$ cat src/rtl/alu_seq_pkg.sv
// Shared opcode and FSM encodings for the sequential ALU.
// Latency: n/a (declarations only).
// Backpressure: n/a.
package alu_seq_pkg;

  localparam logic [1:0] OP_ADD = 2'd0;
  localparam logic [1:0] OP_SUB = 2'd1;
  localparam logic [1:0] OP_MUL = 2'd2;
  localparam logic [1:0] OP_CMP = 2'd3;

  typedef enum logic [1:0] {
    S_IDLE = 2'd0,
    S_MUL  = 2'd1,
    S_DONE = 2'd2
  } state_t;

endpackage

$ cat src/rtl/alu_seq_mul.sv
// Iterative shift-add unsigned multiplier, one partial product per cycle.
// Latency: W cycles after start; done flags the final iteration cycle.
// Backpressure: none; the caller sequences start and consumes product on done.
module alu_seq_mul #(
  parameter int W = 8
) (
  input  logic           clk,
  input  logic           reset,
  input  logic           start,
  input  logic [W-1:0]   a,
  input  logic [W-1:0]   b,
  output logic           done,
  output logic [2*W-1:0] product
);

  localparam int CW = $clog2(W) + 1;

  logic           busy;
  logic [CW-1:0]  cnt;
  logic [2*W-1:0] mcand;
  logic [2*W-1:0] prod;
  logic [W-1:0]   mplier;
  logic [2*W-1:0] addend;

  // Next partial product; on the last iteration this is the final result,
  // so the caller can register it in the same cycle done is high.
  always_comb begin
    addend  = mplier[0] ? mcand : '0;
    product = prod + addend;
    done    = busy && (cnt == CW'(W - 1));
  end

  // Load operands on start, then one shift-add step per cycle for W cycles.
  always_ff @(posedge clk) begin
    if (reset) begin
      busy   <= 1'b0;
      cnt    <= '0;
      mcand  <= '0;
      prod   <= '0;
      mplier <= '0;
    end else if (start) begin
      busy   <= 1'b1;
      cnt    <= '0;
      mcand  <= {{W{1'b0}}, a};
      prod   <= '0;
      mplier <= b;
    end else if (busy) begin
      prod   <= product;
      mcand  <= mcand << 1;
      mplier <= mplier >> 1;
      cnt    <= cnt + CW'(1);
      if (done) begin
        busy <= 1'b0;
      end
    end
  end

endmodule

$ cat src/rtl/alu_seq.sv
// Handshaked sequential ALU: add/sub (and compare with ALU_SEQ_CMP_EN) in one cycle, mul iterative.
// Latency: result valid 1 cycle after acceptance for add/sub/cmp/invalid, W+1 cycles for mul.
// Backpressure: one op in flight; in_ready low until the result is taken via out_valid/out_ready.
module alu_seq
  import alu_seq_pkg::*;
#(
  parameter int W = 8
) (
  input  logic           clk,
  input  logic           reset,
  input  logic           in_valid,
  output logic           in_ready,
  input  logic [1:0]     op,
  input  logic [W-1:0]   x,
  input  logic [W-1:0]   z,
  output logic           out_valid,
  input  logic           out_ready,
  output logic [2*W-1:0] y,
  output logic           err
);

  state_t         state;
  logic           mul_start;
  logic           mul_done;
  logic [2*W-1:0] mul_product;
  logic [W:0]     sum;
  logic [W:0]     diff;
  logic [2*W-1:0] fast_y;
  logic           fast_err;

  // Single-cycle results; bit W of the (W+1)-bit difference is the borrow.
  always_comb begin
    sum      = {1'b0, x} + {1'b0, z};
    diff     = {1'b0, x} - {1'b0, z};
    fast_y   = '0;
    fast_err = 1'b0;
    case (op)
      OP_ADD: fast_y = {{(W-1){1'b0}}, sum};
      OP_SUB: fast_y = {{(W-1){1'b0}}, diff};
`ifdef ALU_SEQ_CMP_EN
      OP_CMP: fast_y = {{(2*W-3){1'b0}}, (x > z), (x == z), (x < z)};
`endif
      default: fast_err = 1'b1;
    endcase
  end

  assign mul_start = (state == S_IDLE) && in_valid && (op == OP_MUL);

  alu_seq_mul #(.W(W)) u_mul (
    .clk     (clk),
    .reset   (reset),
    .start   (mul_start),
    .a       (x),
    .b       (z),
    .done    (mul_done),
    .product (mul_product)
  );

  // Control FSM with registered handshake and result outputs.
  always_ff @(posedge clk) begin
    if (reset) begin
      state     <= S_IDLE;
      in_ready  <= 1'b1;
      out_valid <= 1'b0;
      y         <= '0;
      err       <= 1'b0;
    end else begin
      case (state)
        S_IDLE: begin
          if (in_valid) begin
            in_ready <= 1'b0;
            if (op == OP_MUL) begin
              state <= S_MUL;
            end else begin
              y         <= fast_y;
              err       <= fast_err;
              out_valid <= 1'b1;
              state     <= S_DONE;
            end
          end
        end
        S_MUL: begin
          if (mul_done) begin
            y         <= mul_product;
            err       <= 1'b0;
            out_valid <= 1'b1;
            state     <= S_DONE;
          end
        end
        S_DONE: begin
          if (out_ready) begin
            out_valid <= 1'b0;
            in_ready  <= 1'b1;
            state     <= S_IDLE;
          end
        end
        default: begin
          state     <= S_IDLE;
          in_ready  <= 1'b1;
          out_valid <= 1'b0;
        end
      endcase
    end
  end

endmodule

$ cat config.mk
export PLATFORM = sky130hd
export DESIGN_NAME = alu_seq
export DESIGN_NICKNAME = d
export VERILOG_FILES = /design/src/rtl/alu_seq_pkg.sv /design/src/rtl/alu_seq_mul.sv /design/src/rtl/alu_seq.sv
export SDC_FILE = /design/constraint.sdc
export NUM_CORES = 1
export LEC_CHECK = 0
export ABC_AREA = 0
export BUFFER_PORTS_ARGS = -buffer_cell sky130_fd_sc_hd__buf_2
export CAP_MARGIN = 20
export CELL_PAD_IN_SITES_DETAIL_PLACEMENT = 2
export CELL_PAD_IN_SITES_GLOBAL_PLACEMENT = 2
export CORE_MARGIN = 8
export CORE_UTILIZATION = 39
export DETAILED_ROUTE_END_ITERATION = 10
export PLACE_DENSITY = 0.9
export SYNTH_ARGS = -nofsm -noshare
export SYNTH_HDL_FRONTEND = slang
export SYNTH_SLANG_ARGS = --single-unit
$ cat constraint.sdc
create_clock -name clk -period 6.6 [get_ports clk]
set_clock_uncertainty 0.15 [all_clocks]
set_input_delay 0.66 -clock clk [delete_from_list [all_inputs] [get_ports clk]]
set_output_delay 0.66 -clock clk [all_outputs]
set_load 0.01 [all_outputs]
==> reports/metrics.yaml <==
syn_area_sq_um: 3840
cts_resized: 0
route.detailed.drc: 0
crit_arrival_ns: 3.72
yosysTopAreaCell: "dfxtp_1"
internal_power_w: 0.000696
n_antenna_cell: 0
p_per_area_nw_per_um2: 226
r2r_cells: 10
r2r_slack_ns: 3.22
dpl_cell_area_sq_um: 4150
hold_path_depth: 2
cts-root-buf: "clkbuf_8"
clk_pin_slew_ns: 0.08
initial_core_util_pct: 39.7
drt-pass1-iter-count: 4
status: "completed"
hpwlAfterDp_mm: 10.0
vias: 3499
numCtsBuffers: 9
ir_worst_vdd_uv: 85.4
rows: 36
drt-total-wl_mm: 14.4
ys_seq_area_share_pct: 34.4
drive_gt1_share_pct: 16.0
design_area_sq_um: 4370
crit_path_end_kind: "flop"
synth_top_area_share_pct: 34.4
power_switching_share_pct: 29.7
switchingPower_w: 0.000294
cts_tree: "done"
fin_crit_sh_pct: 54.5
hold_viol: 0
clock_sinks: 66
grt.total_usage_pct: 22.7
layout_commonest_cell: "nor2_1"
cts_setup_buffers: 0
synth_area_per_cell_sq_um: 8.80
grt_max_degree: 49
path_max_fanout: 8
die_x_um: 115
synth_cell_type_count: 50
ys_ff_latch: 66
finalSetupViolCount: 0
place.port_buffers: 40
timing.rr.end: "y[8]"
start_kind: "input port"
p_leak_nw: 1.79
detail_route.wl_per_cell_um: 23.6
seqPwrFrac_pct: 42.9
crit_required_ns: 6.72
cts.path.max_buffers: 2
syn_nets: 486
drt-initial-drc-count: 161
die_area_sq_um: 13300
clockPowerShare_pct: 40.0
tightest_slew_ns: 0.753
finalMaxSlewViolations: 0
r2r_start: "u_mul.mplier[0]"
grt_pass1_vias: 3985
globalplace.congestion: 0.844
min_to: "y[4]"
hp-start: "y[4]"
areaGrowthSynthToFinish_pct: 13.7
synth.top_cells.by_area: "dfxtp_1 (34%), mux2i_1 (9.1%), ha_1 (8.1%)"
finalSetupTns_ns: 0
ant_nets: 0
relSlewSlack_pct: 49.6
num_io_pins: 41
gr-total-overflow: 0
yosysWarningCount: 0
htreeDepth: 3
hold_slack_ns: 0.302
final_cell_mix: "nor2_1 (70), dfxtp_1 (65), buf_2 (40), mux2i_1 (35), ha_1 (25)"
grt_pass1_wl_mm: 23.0
coreArea_sq_um: 9680
drv_cap: 0
via_per_inst: 5.75
layout_min_cycle_time_ns: 3.59
power_frac_comb_pct: 17.1
antenna_found_initial: 0
critPathKind: "input port to flop"
cts_hold_buf: 0
clock_latency_ns: 0.37
hp-class: "flop to flop"
final_nets: 520
rsz0062_at_grt: "false"
syn_inst: 437
die_y_um: 115
fmax_mhz: 278
## synthesized netlist by cell type, drive strengths merged
cell type and n:
or3 1, a22oi 3, mux2i 35, nor2 70
nand3 8, nand2 21, o21a 1, a21oi 28
nor3 13, or2 2, o21bai 4, dfxtp 66
or4 2, a2bb2oi 1, a31o 2, o41ai 2
a222oi 1, a31oi 4, clkbuf 11, nor2b 11
and3 3, buf 9, inv 10, ha 25
nand4 3, nand2b 4, a221oi 2, a2111oi 2
fa 2, a21o 3, o21ai 10, a41oi 1
xnor2 22, and2 15, and4 1, a32oi 2
nand3b 2, nor3b 1, xor2 9, a22o 6
a211oi 19
## kinds of logic after synthesis
logic type	count (synthesis)	share of synthesized area, %
AO/OA/AOI/OAI	91	17.7
flip-flops	66	34.4
XOR/XNOR	31	7.06
adder cells (fa/ha/maj)	27	9.18
buffers and inverters	30	3.12
multiplexers	35	9.11
AND/OR/NAND/NOR	157	19.4
## metrics by stage
step	worst slack [ns]	instances	util (%)	power (W)
3_3_place_gp	3.03	593	42.9	0.000580
5_1_grt	2.88	609	45.1	0.00102
3_5_place_dp	2.79	593	42.9	0.000594
4_1_cts	3.07	609	45.1	0.000992
2_1_floorplan	3.54	437	-	0.000534
6_report	3.01	609	45.1	0.000990
## how the worst max path moves through the flow
stage                      from  endpoint  slack [ns]  cells past startpoint
final                     op[1]      y[8]        3.01                     11
after CTS                 op[1]      y[8]        3.07                     11
after global placement    op[1]      y[8]        3.03                     11
after detailed placement  op[1]      y[8]        2.79                     11
after floorplan           op[0]      y[8]        3.54                     11
after global routing      op[1]      y[8]        2.88                     11
## flip-flops by register name, summed over array words and instances (netlist names)
name / count
err: 1
in_ready: 1
out_valid: 1
state: 2
u_mul.busy: 1
u_mul.cnt: 4
u_mul.mcand: 16
u_mul.mplier: 8
u_mul.prod: 16
y: 16
## cell type report
class                   count  area [sq um]
fillers                  1050          5310
clock buffers              11           141
flip-flops and latches     66          1320
multi-input cells         341          2400
clock inverters             5          77.6
repair buffers             43           223
well taps                 133           166
inverters                  10          37.5
## metal layers
metal / track usage [%] / wire [um]
met2: 38.2 / 7150
met3: 4.41 / 582
met1: 26.7 / 6120
met4: 12.1 / 523
met5: 0 / 0
## critical path, stage by stage
cell,delay (ns)
buf_2,0.15
nor2b_1,0.51
mux2i_1,0.25
fa_1,0.49
a21oi_1,0.29
nor2_1,0.10
a2111oi_2,0.44
a21oi_1,0.14
xnor2_1,0.29
a221oi_2,0.11
nor3_1,0.27
## power by group through the flow
| stage | Sequential (W) | Combinational [W] | Clock (W) |
|---|---|---|---|
| 6_report | 0.000424 | 0.000170 | 0.000396 |
| 5_1_grt | 0.000426 | 0.000181 | 0.000417 |
| 4_1_cts | 0.000424 | 0.000168 | 0.000400 |
| 3_5_place_dp | 0.000433 | 0.000161 | 0 |
| 3_3_place_gp | 0.000432 | 0.000148 | 0 |
| 2_1_floorplan | 0.000432 | 0.000102 | 0 |
Note: power is estimated with default switching activity, not from simulation.
